### src/rtl/lc3b_types.sv
// Shared L2 control types: FSM state enum and heap-indexed tree-PLRU helpers.
// Latency: pure combinational functions, no state.
// Backpressure: n/a.
package lc3b_types;

    // The helpers work on a tree sized for the largest legal way count.
    // Callers zero-extend their PLRU bits and pass the real way count.
    localparam int PLRU_MAX_WAYS = 32;
    localparam int PLRU_MAX_BITS = PLRU_MAX_WAYS - 1;

    typedef enum logic [1:0] {
        ST_IDLE      = 2'd0,
        ST_RESP      = 2'd1,
        ST_WRITEBACK = 2'd2,
        ST_FILL      = 2'd3
    } l2_state_t;

    // Walk from the root: bit 0 -> left child (2i+1), bit 1 -> right child (2i+2).
    // The walk stops at the first leaf node (index >= ways-1).
    function automatic logic [4:0] plru_victim(input logic [PLRU_MAX_BITS-1:0] plru,
                                               input int ways);
        logic [5:0] node;
        logic [5:0] leaf;
        node = '0;
        for (int lvl = 0; lvl < 5; lvl++) begin
            if (int'(node) < ways - 1) begin
                node = plru[node[4:0]] ? ({node[4:0], 1'b0} + 6'd2)
                                       : ({node[4:0], 1'b0} + 6'd1);
            end
        end
        leaf = node - 6'(ways - 1);
        return leaf[4:0];
    endfunction

    // Climb from the way's leaf to the root, pointing each parent away from
    // the child we came from: a left child (odd index) sets the parent to 1.
    function automatic logic [PLRU_MAX_BITS-1:0] plru_touch(input logic [PLRU_MAX_BITS-1:0] plru,
                                                            input logic [4:0] way,
                                                            input int ways);
        logic [PLRU_MAX_BITS-1:0] bits;
        logic [5:0] node;
        logic [5:0] parent;
        bits = plru;
        node = {1'b0, way} + 6'(ways - 1);
        for (int lvl = 0; lvl < 5; lvl++) begin
            if (node != 6'd0) begin
                parent = (node - 6'd1) >> 1;
                bits[parent[4:0]] = node[0];
                node = parent;
            end
        end
        return bits;
    endfunction

endpackage

### src/rtl/l2_plru_tree.sv
// Victim selection (invalid way first, else tree-PLRU walk) and PLRU path update.
// Latency: combinational.
// Backpressure: n/a.
// Ports: i_plru/i_valid from the indexed set, i_touch_way is the accessed way;
//        o_victim is the replacement way, o_plru_touched the updated tree bits.
module l2_plru_tree
    import lc3b_types::*;
#(
    parameter  int WAYS     = 8,
    localparam int WAY_BITS = $clog2(WAYS)
) (
    input  logic [WAYS-2:0]     i_plru,
    input  logic [WAYS-1:0]     i_valid,
    input  logic [WAY_BITS-1:0] i_touch_way,
    output logic [WAY_BITS-1:0] o_victim,
    output logic [WAYS-2:0]     o_plru_touched
);
    localparam int PB = WAYS - 1;

    logic [PLRU_MAX_BITS-1:0] w_plru_ext;
    logic [PLRU_MAX_BITS-1:0] w_touched_ext;
    logic [4:0]               w_tree_victim;

    always_comb begin
        w_plru_ext    = PLRU_MAX_BITS'(i_plru);
        w_tree_victim = plru_victim(w_plru_ext, WAYS);
        w_touched_ext = plru_touch(w_plru_ext, 5'(i_touch_way), WAYS);
        o_victim      = WAY_BITS'(w_tree_victim);
        // Descending scan so the lowest-index invalid way wins.
        for (int w = WAYS - 1; w >= 0; w--) begin
            if (!i_valid[w]) o_victim = WAY_BITS'(w);
        end
        o_plru_touched = PB'(w_touched_ext);
    end

endmodule

### src/rtl/l2_plru_cache_control.sv
// N-way write-back/write-allocate L2 control: hit service, victim writeback, line fill, perf counters.
// Latency: hit -> mem_resp next cycle; miss -> [WRITEBACK] + FILL, then the retried request hits.
// Backpressure: upstream holds mem_read/mem_write until mem_resp; pmem strobes held until pmem_resp.
// Ports: upstream (mem_*), physical memory (pmem_*), datapath set state in (hit, *_rd),
//        datapath array controls out (way_*, fill_sel, *_wr, plru_*, wb_addr_sel), saturating counters.
module l2_plru_cache_control
    import lc3b_types::*;
#(
    parameter  int WAYS      = 8,
    parameter  int CNT_WIDTH = 16,
    localparam int WAY_BITS  = $clog2(WAYS)
) (
    input  logic                 clk,
    input  logic                 rst_n,
    input  logic                 mem_read,
    input  logic                 mem_write,
    output logic                 mem_resp,
    output logic                 pmem_read,
    output logic                 pmem_write,
    input  logic                 pmem_resp,
    input  logic                 hit,
    input  logic [WAY_BITS-1:0]  hit_way,
    input  logic [WAYS-1:0]      valid_rd,
    input  logic [WAYS-1:0]      dirty_rd,
    input  logic [WAYS-2:0]      plru_rd,
    output logic [WAY_BITS-1:0]  way_sel,
    output logic                 way_write,
    output logic                 fill_sel,
    output logic                 valid_wr,
    output logic                 dirty_wr,
    output logic                 plru_write,
    output logic [WAYS-2:0]      plru_wr,
    output logic                 wb_addr_sel,
    output logic [CNT_WIDTH-1:0] hit_count,
    output logic [CNT_WIDTH-1:0] miss_count,
    output logic [CNT_WIDTH-1:0] wb_count
);
    l2_state_t            r_state;
    l2_state_t            w_next;
    logic [WAY_BITS-1:0]  r_victim;
    logic [CNT_WIDTH-1:0] r_hit_cnt;
    logic [CNT_WIDTH-1:0] r_miss_cnt;
    logic [CNT_WIDTH-1:0] r_wb_cnt;

    logic                 w_req;
    logic [WAY_BITS-1:0]  w_victim;
    logic [WAYS-2:0]      w_plru_touched;
    logic                 w_victim_ld;
    logic                 w_hit_inc;
    logic                 w_miss_inc;
    logic                 w_wb_inc;

    // A simultaneous read and write is a write; mem_write alone selects the write path.
    assign w_req = mem_read | mem_write;

    l2_plru_tree #(.WAYS(WAYS)) u_tree (
        .i_plru         (plru_rd),
        .i_valid        (valid_rd),
        .i_touch_way    (hit_way),
        .o_victim       (w_victim),
        .o_plru_touched (w_plru_touched)
    );

    always_comb begin
        w_next      = r_state;
        mem_resp    = 1'b0;
        pmem_read   = 1'b0;
        pmem_write  = 1'b0;
        way_sel     = '0;
        way_write   = 1'b0;
        fill_sel    = 1'b0;
        valid_wr    = 1'b0;
        dirty_wr    = 1'b0;
        plru_write  = 1'b0;
        plru_wr     = '0;
        wb_addr_sel = 1'b0;
        w_victim_ld = 1'b0;
        w_hit_inc   = 1'b0;
        w_miss_inc  = 1'b0;
        w_wb_inc    = 1'b0;
        unique case (r_state)
            ST_IDLE: begin
                if (w_req && hit) begin
                    plru_write = 1'b1;
                    plru_wr    = w_plru_touched;
                    way_sel    = hit_way;
                    if (mem_write) begin
                        way_write = 1'b1;
                        valid_wr  = 1'b1;
                        dirty_wr  = 1'b1;
                    end
                    w_hit_inc = 1'b1;
                    w_next    = ST_RESP;
                end else if (w_req) begin
                    w_victim_ld = 1'b1;
                    w_miss_inc  = 1'b1;
                    w_next      = (valid_rd[w_victim] && dirty_rd[w_victim]) ? ST_WRITEBACK : ST_FILL;
                end
            end
            ST_RESP: begin
                mem_resp = 1'b1;
                way_sel  = r_victim;
                w_next   = ST_IDLE;
            end
            ST_WRITEBACK: begin
                pmem_write  = 1'b1;
                wb_addr_sel = 1'b1;
                way_sel     = r_victim;
                if (pmem_resp) begin
                    w_wb_inc = 1'b1;
                    w_next   = ST_FILL;
                end
            end
            ST_FILL: begin
                pmem_read = 1'b1;
                way_sel   = r_victim;
                fill_sel  = 1'b1;
                if (pmem_resp) begin
                    way_write = 1'b1;
                    valid_wr  = 1'b1;
                    w_next    = ST_IDLE;
                end
            end
            default: w_next = ST_IDLE;
        endcase
        // A reset cycle must never commit anything into the arrays.
        if (!rst_n) begin
            way_write  = 1'b0;
            plru_write = 1'b0;
        end
    end

    always_ff @(posedge clk) begin
        if (!rst_n) begin
            r_state    <= ST_IDLE;
            r_victim   <= '0;
            r_hit_cnt  <= '0;
            r_miss_cnt <= '0;
            r_wb_cnt   <= '0;
        end else begin
            r_state <= w_next;
            if (w_victim_ld) r_victim <= w_victim;
            if (w_hit_inc && (r_hit_cnt != '1))   r_hit_cnt  <= r_hit_cnt + CNT_WIDTH'(1);
            if (w_miss_inc && (r_miss_cnt != '1)) r_miss_cnt <= r_miss_cnt + CNT_WIDTH'(1);
            if (w_wb_inc && (r_wb_cnt != '1))     r_wb_cnt   <= r_wb_cnt + CNT_WIDTH'(1);
        end
    end

    assign hit_count  = r_hit_cnt;
    assign miss_count = r_miss_cnt;
    assign wb_count   = r_wb_cnt;

endmodule
### config.mk
export PLATFORM = sky130hd
export DESIGN_NAME = l2_plru_cache_control
export DESIGN_NICKNAME = d
export VERILOG_FILES = /design/src/rtl/lc3b_types.sv /design/src/rtl/l2_plru_tree.sv /design/src/rtl/l2_plru_cache_control.sv
export SDC_FILE = /design/constraint.sdc
export NUM_CORES = 1
export LEC_CHECK = 0
export CAP_MARGIN = 20
export CORE_MARGIN = 8
export CORE_UTILIZATION = 35
export CTS_CLUSTER_DIAMETER = 30
export CTS_CLUSTER_SIZE = 14
export DETAILED_ROUTE_END_ITERATION = 16
export GPL_TIMING_DRIVEN = 0
export PLACE_DENSITY = 0.62
export SYNTH_ARGS = -nofsm -noshare
export SYNTH_HDL_FRONTEND = slang
export SYNTH_SLANG_ARGS = --single-unit
### constraint.sdc
create_clock -name clk -period 8.4 [get_ports clk]
set_clock_uncertainty 0.05 [all_clocks]
set_input_delay 0.84 -clock clk [delete_from_list [all_inputs] [get_ports clk]]
set_output_delay 0.84 -clock clk [all_outputs]
set_load 0.03 [all_outputs]
# == Yosys cells after proc, flatten, opt, wreduce, memory -nomap -nowiden ==
# Cells that the tools add are included.
# totals
register_bits,53
latch_bits,0
ram_bits,0
mem_bits_ro,0
input_bits,32
wordCells,149
n_memories,0
# op_classes
add_sub_neg,18
n_mul,0
div,0
magnitude_cmp,19
eq_ne,9
n_shift,0
muxes,79
bitwise,1
n_reduce_logical,18
# op_table
op,count
$bwmux W31,5
$mux W31,4
$mux W6,10
$lt A5 B6 Y1 const B,9
$add A16 B1 Y16 const B,3
$ne A16 B16 Y1 const B,3
$mux W3,11
$reduce_bool A6 Y1,5
$sub A6 B1 Y6 const B,5
$mux W1,27
$demux W1 S5,5
$ge A5 B1 Y1 const B,5
$lt A6 B3 Y1 const B,4
$mux W7,3
$bmux W1 S5,4
$add A6 B1 Y6 const B,3
$add A6 B2 Y6 const B,3
$logic_and A1 B1 Y1,10
$mux W2,5
$pmux W2 S4,1
$bmux W1 S3,2
$pmux W3 S2,1
$add A3 B3 Y4 const B,1
$eq A2 B2 Y1 const B,2
12 further kinds,13

# == Logic depth before layout (Yosys ltp) ==
# depth
ltp_word,33
ltp_mapped,28
mapped_depth_nobuf,27

# == By module ==
# Synthesis repeated with hierarchy kept, for this count alone.
# hier_totals
cells_unflattened,633
area_unflattened_um2,4832.1
# modules_own_cells
mod,instances,cells_per_inst,area_per_inst_um2
l2_plru_cache_control,1,356,2926.6
l2_plru_tree,1,277,1905.6

# == Worst setup path before layout ==
# Ideal clock, no wire load.
# synth_path
path_type,in2out
start,input port hit_way[1]
end,output port plru_wr[2]
arrival_time_ns,6.179
path_slack_ns,1.331
cell_stages,28
path_buffers,3
cell_sequence,buf_2 > inv_1 > ha_1 > xnor2_2 > nand2_1 > o21ai_1 > ha_1 > buf_2 > o21ai_1 > and2_0 > inv_1 > ha_1 > a21oi_1 > a41o_1 > inv_1 > ha_1 > buf_1 > o21ai_0 > o31a_1 > inv_1 > ha_1 > or2_2 > maj3_1 > nor2_1 > a21oi_1 > nor3b_2 > mux2i_1 > nor2_1
# synth_between
elab_chain_len,18
elab_cells_between_ends,52
# synth_rtl
element,line_no,text
"start, declared",l2_plru_cache_control.sv:22,"input logic [WAY_BITS-1:0] hit_way,"
$add A3 B3 Y4 *,lc3b_types.sv:44,"node = {1'b0, way} + 6'(ways - 1);"
$sub A6 B1 Y6 or $reduce_bool A6 Y1 (tied branches),"lc3b_types.sv:47, lc3b_types.sv:46",
"$mux W6, or another cell as far along",lc3b_types.sv:46,if (node != 6'd0) begin
"$sub A6 B1 Y6, or another cell as far along",lc3b_types.sv:47,parent = (node - 6'd1) >> 1;
"$mux W6, or another cell as far along",lc3b_types.sv:46,
"$sub A6 B1 Y6, or another cell as far along",lc3b_types.sv:47,
"$mux W6, or another cell as far along",lc3b_types.sv:46,
"$sub A6 B1 Y6, or another cell as far along",lc3b_types.sv:47,
[... 2 more ...],n/a,
"$lt A5 B6 Y1 (implied by the code), or another cell as far along",lc3b_types.sv:48,bits[parent[4:0]] = node[0];
"$logic_and A1 B1 Y1 (implied by the code), or another cell as far along",lc3b_types.sv:48,
$mux W1 (implied by the code) or $bwmux W31 (tied branches),lc3b_types.sv:48,
$demux W1 S5 or $mux W31 (tied branches),n/a,
$bwmux W31,lc3b_types.sv:48,
$mux W7 *,lc3b_types.sv:46,
$mux W7 *,l2_plru_cache_control.sv:83,if (w_req && hit) begin
$mux W7 *,l2_plru_cache_control.sv:81,unique case (r_state)
"end, declared",l2_plru_cache_control.sv:32,"output logic [WAYS-2:0] plru_wr,"
# Every way passes the cells marked *; elsewhere a longest branch is shown, timed or not.

# == Final worst setup path ==
# layout_path
start,input port hit_way[0]
end,output port plru_wr[2]
# The elaborated chain is that of the path after synthesis.

==> impl_metrics.yaml <==
synthesis:
  synth_nets: 648
  avgSynthCellArea_um2: 7.53
  yosysWarnings: 0
  synth_area_mm2: 0.00452
  cells_after_synth: 600
  ys_seq_elements: 53
  synth-main-ff-cell: "dfxtp_1"
  yosys.cell_types.count: 87
  ys_async_sr_fraction_pct: 0
  seq_area_frac_synth_pct: 23.5
  synth-edff-count: 0
hold_path:
  hold_class: "reg2reg"
sta:
  finalCriticalPeriod_ns: 7.97
  max_freq_mhz: 125
  final-hold-violation-count: 0
  whs_ns: 0.411
  setup_ws_ns: 0.428
  timing.final.max_slew_violations: 0
  finalSetupTns_ns: 0
  worst_slew_margin_rel_pct: 50.8
  setup_viol_count_final: 0
  max_slew.worst_pin.slew_ns: 0.737
  final.period_utilization_pct: 94.9
drt:
  route.vias.total: 4740
  dr.pass1.iters: 4
  routed_via_density: 5.39
  wl_um: 13300
  avgRoutedWirePerCell_um: 15.2
  detailedRoute.firstIterationViolations: 351
  drc_errors: 0
  drt.antenna.violating_nets: 0
clocking:
  cts_tree: "done"
  cts.path.max_buffers: 2
  worst_setup_hold_path_clk_slew_ns: 0.06
  insertion_delay_ns: 0.29
  inserted_clock_buffers: 5
  cts_htree_levels: 2
  post_cts_hold_buffer_count: 0
  clkSinkCount: 53
  cts_root_buffer: "clkbuf_16"
pwr:
  power.density_mw_per_mm2: 185
  vdd.ir_drop.worst_mv: 0.127
  comb_power_share_pct: 53.6
  internal-power_mw: 0.647
  power_frac_seq_pct: 25.2
  netSwitchingFraction_pct: 40.8
  power.share.clock_pct: 21.2
  leakage_power_figure_nw: 2.19
  power.net_switching_mw: 0.447
worst_setup_path:
  critical_path.slowest_cell: "clkdlybuf4s50_1"
  category_of_the_most_critical_setup_path: "in2out"
  cp.required_ns: 7.51
  critical-path-max-stage-delay_ns: 0.50
  crit_arrival_ns: 7.08
  startpoint_class_of_the_critical_path: "input pin"
  nature_of_the_critical_path_endpoint: "output pin"
  highest_net_fanout_along_the_worst_path: 10
grt:
  globalRouteTotalUtil_pct: 15.5
  antenna_found_initial: 0
  wire_length_of_the_first_global_routing_pass_um: 21900
  gr-total-overflow: 0
  grt_pass1_vias: 4497
  grt_max_degree: 18
die:
  core_region_area_mm2: 0.0126
  die_y_um: 130
  total_number_of_placement_rows: 41
  die_w_um: 130
  floorplan.initialDensity_pct: 35.8
  dieArea_mm2: 0.0168
  io_pins: 99
place:
  placement.io_buffers: 96
  place_ws_ns: -0.309
  place_hpwl_um: 10500
  place.gp.congestion: 0.898
layout:
  commonest_non_fill_non_tap_cell_in_the_layout: "clkdlybuf4s50_1"
  area_growth_pct: 30.7
  mostFrequentLayoutCells: "clkdlybuf4s50_1, nor2_1, nand2_1"
  drive_above_1_share_pct: 9.60
  antenna_cells: 0
  num-nets-final: 755
job:
  drv.max_cap_violation_count: 0
status:
  run_status: "complete, no violations"
## state kept, by name (all words and copies together) (netlist names)
register and cells:
wb_count 16, r_victim 3, miss_count 16, hit_count 16, r_state 2
## synthesized netlist by cell type, types with 13 or more instances
library cell	instances	area share (%)
nor2_1	76	6.3
nand2_1	67	5.6
dfxtp_1	53	23
nand3_1	39	4.3
xor2_1	31	6.0
o21ai_0	30	3.3
a21oi_1	29	3.2
inv_1	21	1.7
ha_1	16	4.4
nand4_1	16	2.2
a31oi_1	14	1.9
mux2i_1	13	2.9
xnor2_1	13	2.5
## stage by stage
stage          utilization [%]  instance area (µm²)  cells  power, mW
2_1_floorplan                -                 4520    600      0.700
3_3_place_gp              45.1                 5690    868      0.845
3_5_place_dp              45.1                 5690    868      0.855
4_1_cts                   46.4                 5860    876       1.09
5_1_grt                   46.8                 5900    880       1.17
6_report                  46.8                 5900    880       1.09
## power groups by stage
stage                     Combinational [mW]  Sequential (mW)  Clock [mW]
final                                  0.586            0.275       0.232
after CTS                              0.573            0.275       0.239
after global routing                   0.642            0.277       0.250
after detailed placement               0.574            0.281           0
after floorplan                        0.410            0.290           0
after global placement                 0.565            0.280           0
## area by class of cell
class | count | area, µm²
Fill cell | 1307 | 6720
Multi-Input combinational cell | 498 | 3250
Sequential cell | 53 | 1060
Timing Repair Buffer | 101 | 990
Tap cell | 172 | 215
Buffer | 26 | 133
Clock buffer | 5 | 125
Inverter | 22 | 82.6
Clock inverter | 3 | 43.8
## cell families (layout without fill, tap and decap cells)
logic type | Yosys count | after routing | synth area share, %
and+or+nand+nor | 282 | 282 | 31.5
xor gates and xnor gates | 46 | 46 | 9.50
buffers and inverters | 49 | 157 | 4.82
DFF | 53 | 53 | 23.5
muxes | 16 | 16 | 3.68
AOI/OAI and AO/OA | 137 | 137 | 22.4
adders and majority gates | 17 | 17 | 4.65
## layer usage
layer,vias up,part of all wire [%],GRT usage (%)
met2,113,49,26.9
li1,2374,-,-
met1,2247,44,19.3
met5,-,0,0
met3,6,6.3,3.86
met4,0,0.54,2.19
## worst max-delay path, delay by kind of cell
kind	cells	cell delay (ns)
AO/OA/AOI/OAI	8	1.19
adder cells (fa/ha/maj)	6	2.07
buffers and inverters	9	1.81
multiplexers	1	0.20
AND/OR/NAND/NOR	5	0.97
## worst paths after layout
path                                end  slack (ns)                startpoint  depth (start not counted)
max                          plru_wr[2]        0.43                hit_way[0]                         29
min            r_victim[1]$_SDFFE_PN0P_        0.41  r_victim[1]$_SDFFE_PN0P_                          2
max reg2reg  miss_count[9]$_SDFFE_PN0P_        5.51   r_state[0]$_SDFFE_PN0P_                          9
min reg2reg    r_victim[1]$_SDFFE_PN0P_        0.41  r_victim[1]$_SDFFE_PN0P_                          2
## what timing repair did
| action | 4_1_cts | 5_1_grt |
|---|---|---|
| pin swaps | 0 | 2 |
| resized for setup | 5 | 8 |
| buffers inserted | 0 | 5 |
| setup endpoints to repair | 4 | 7 |
No activity file was read; power rests on OpenSTA's default activity.
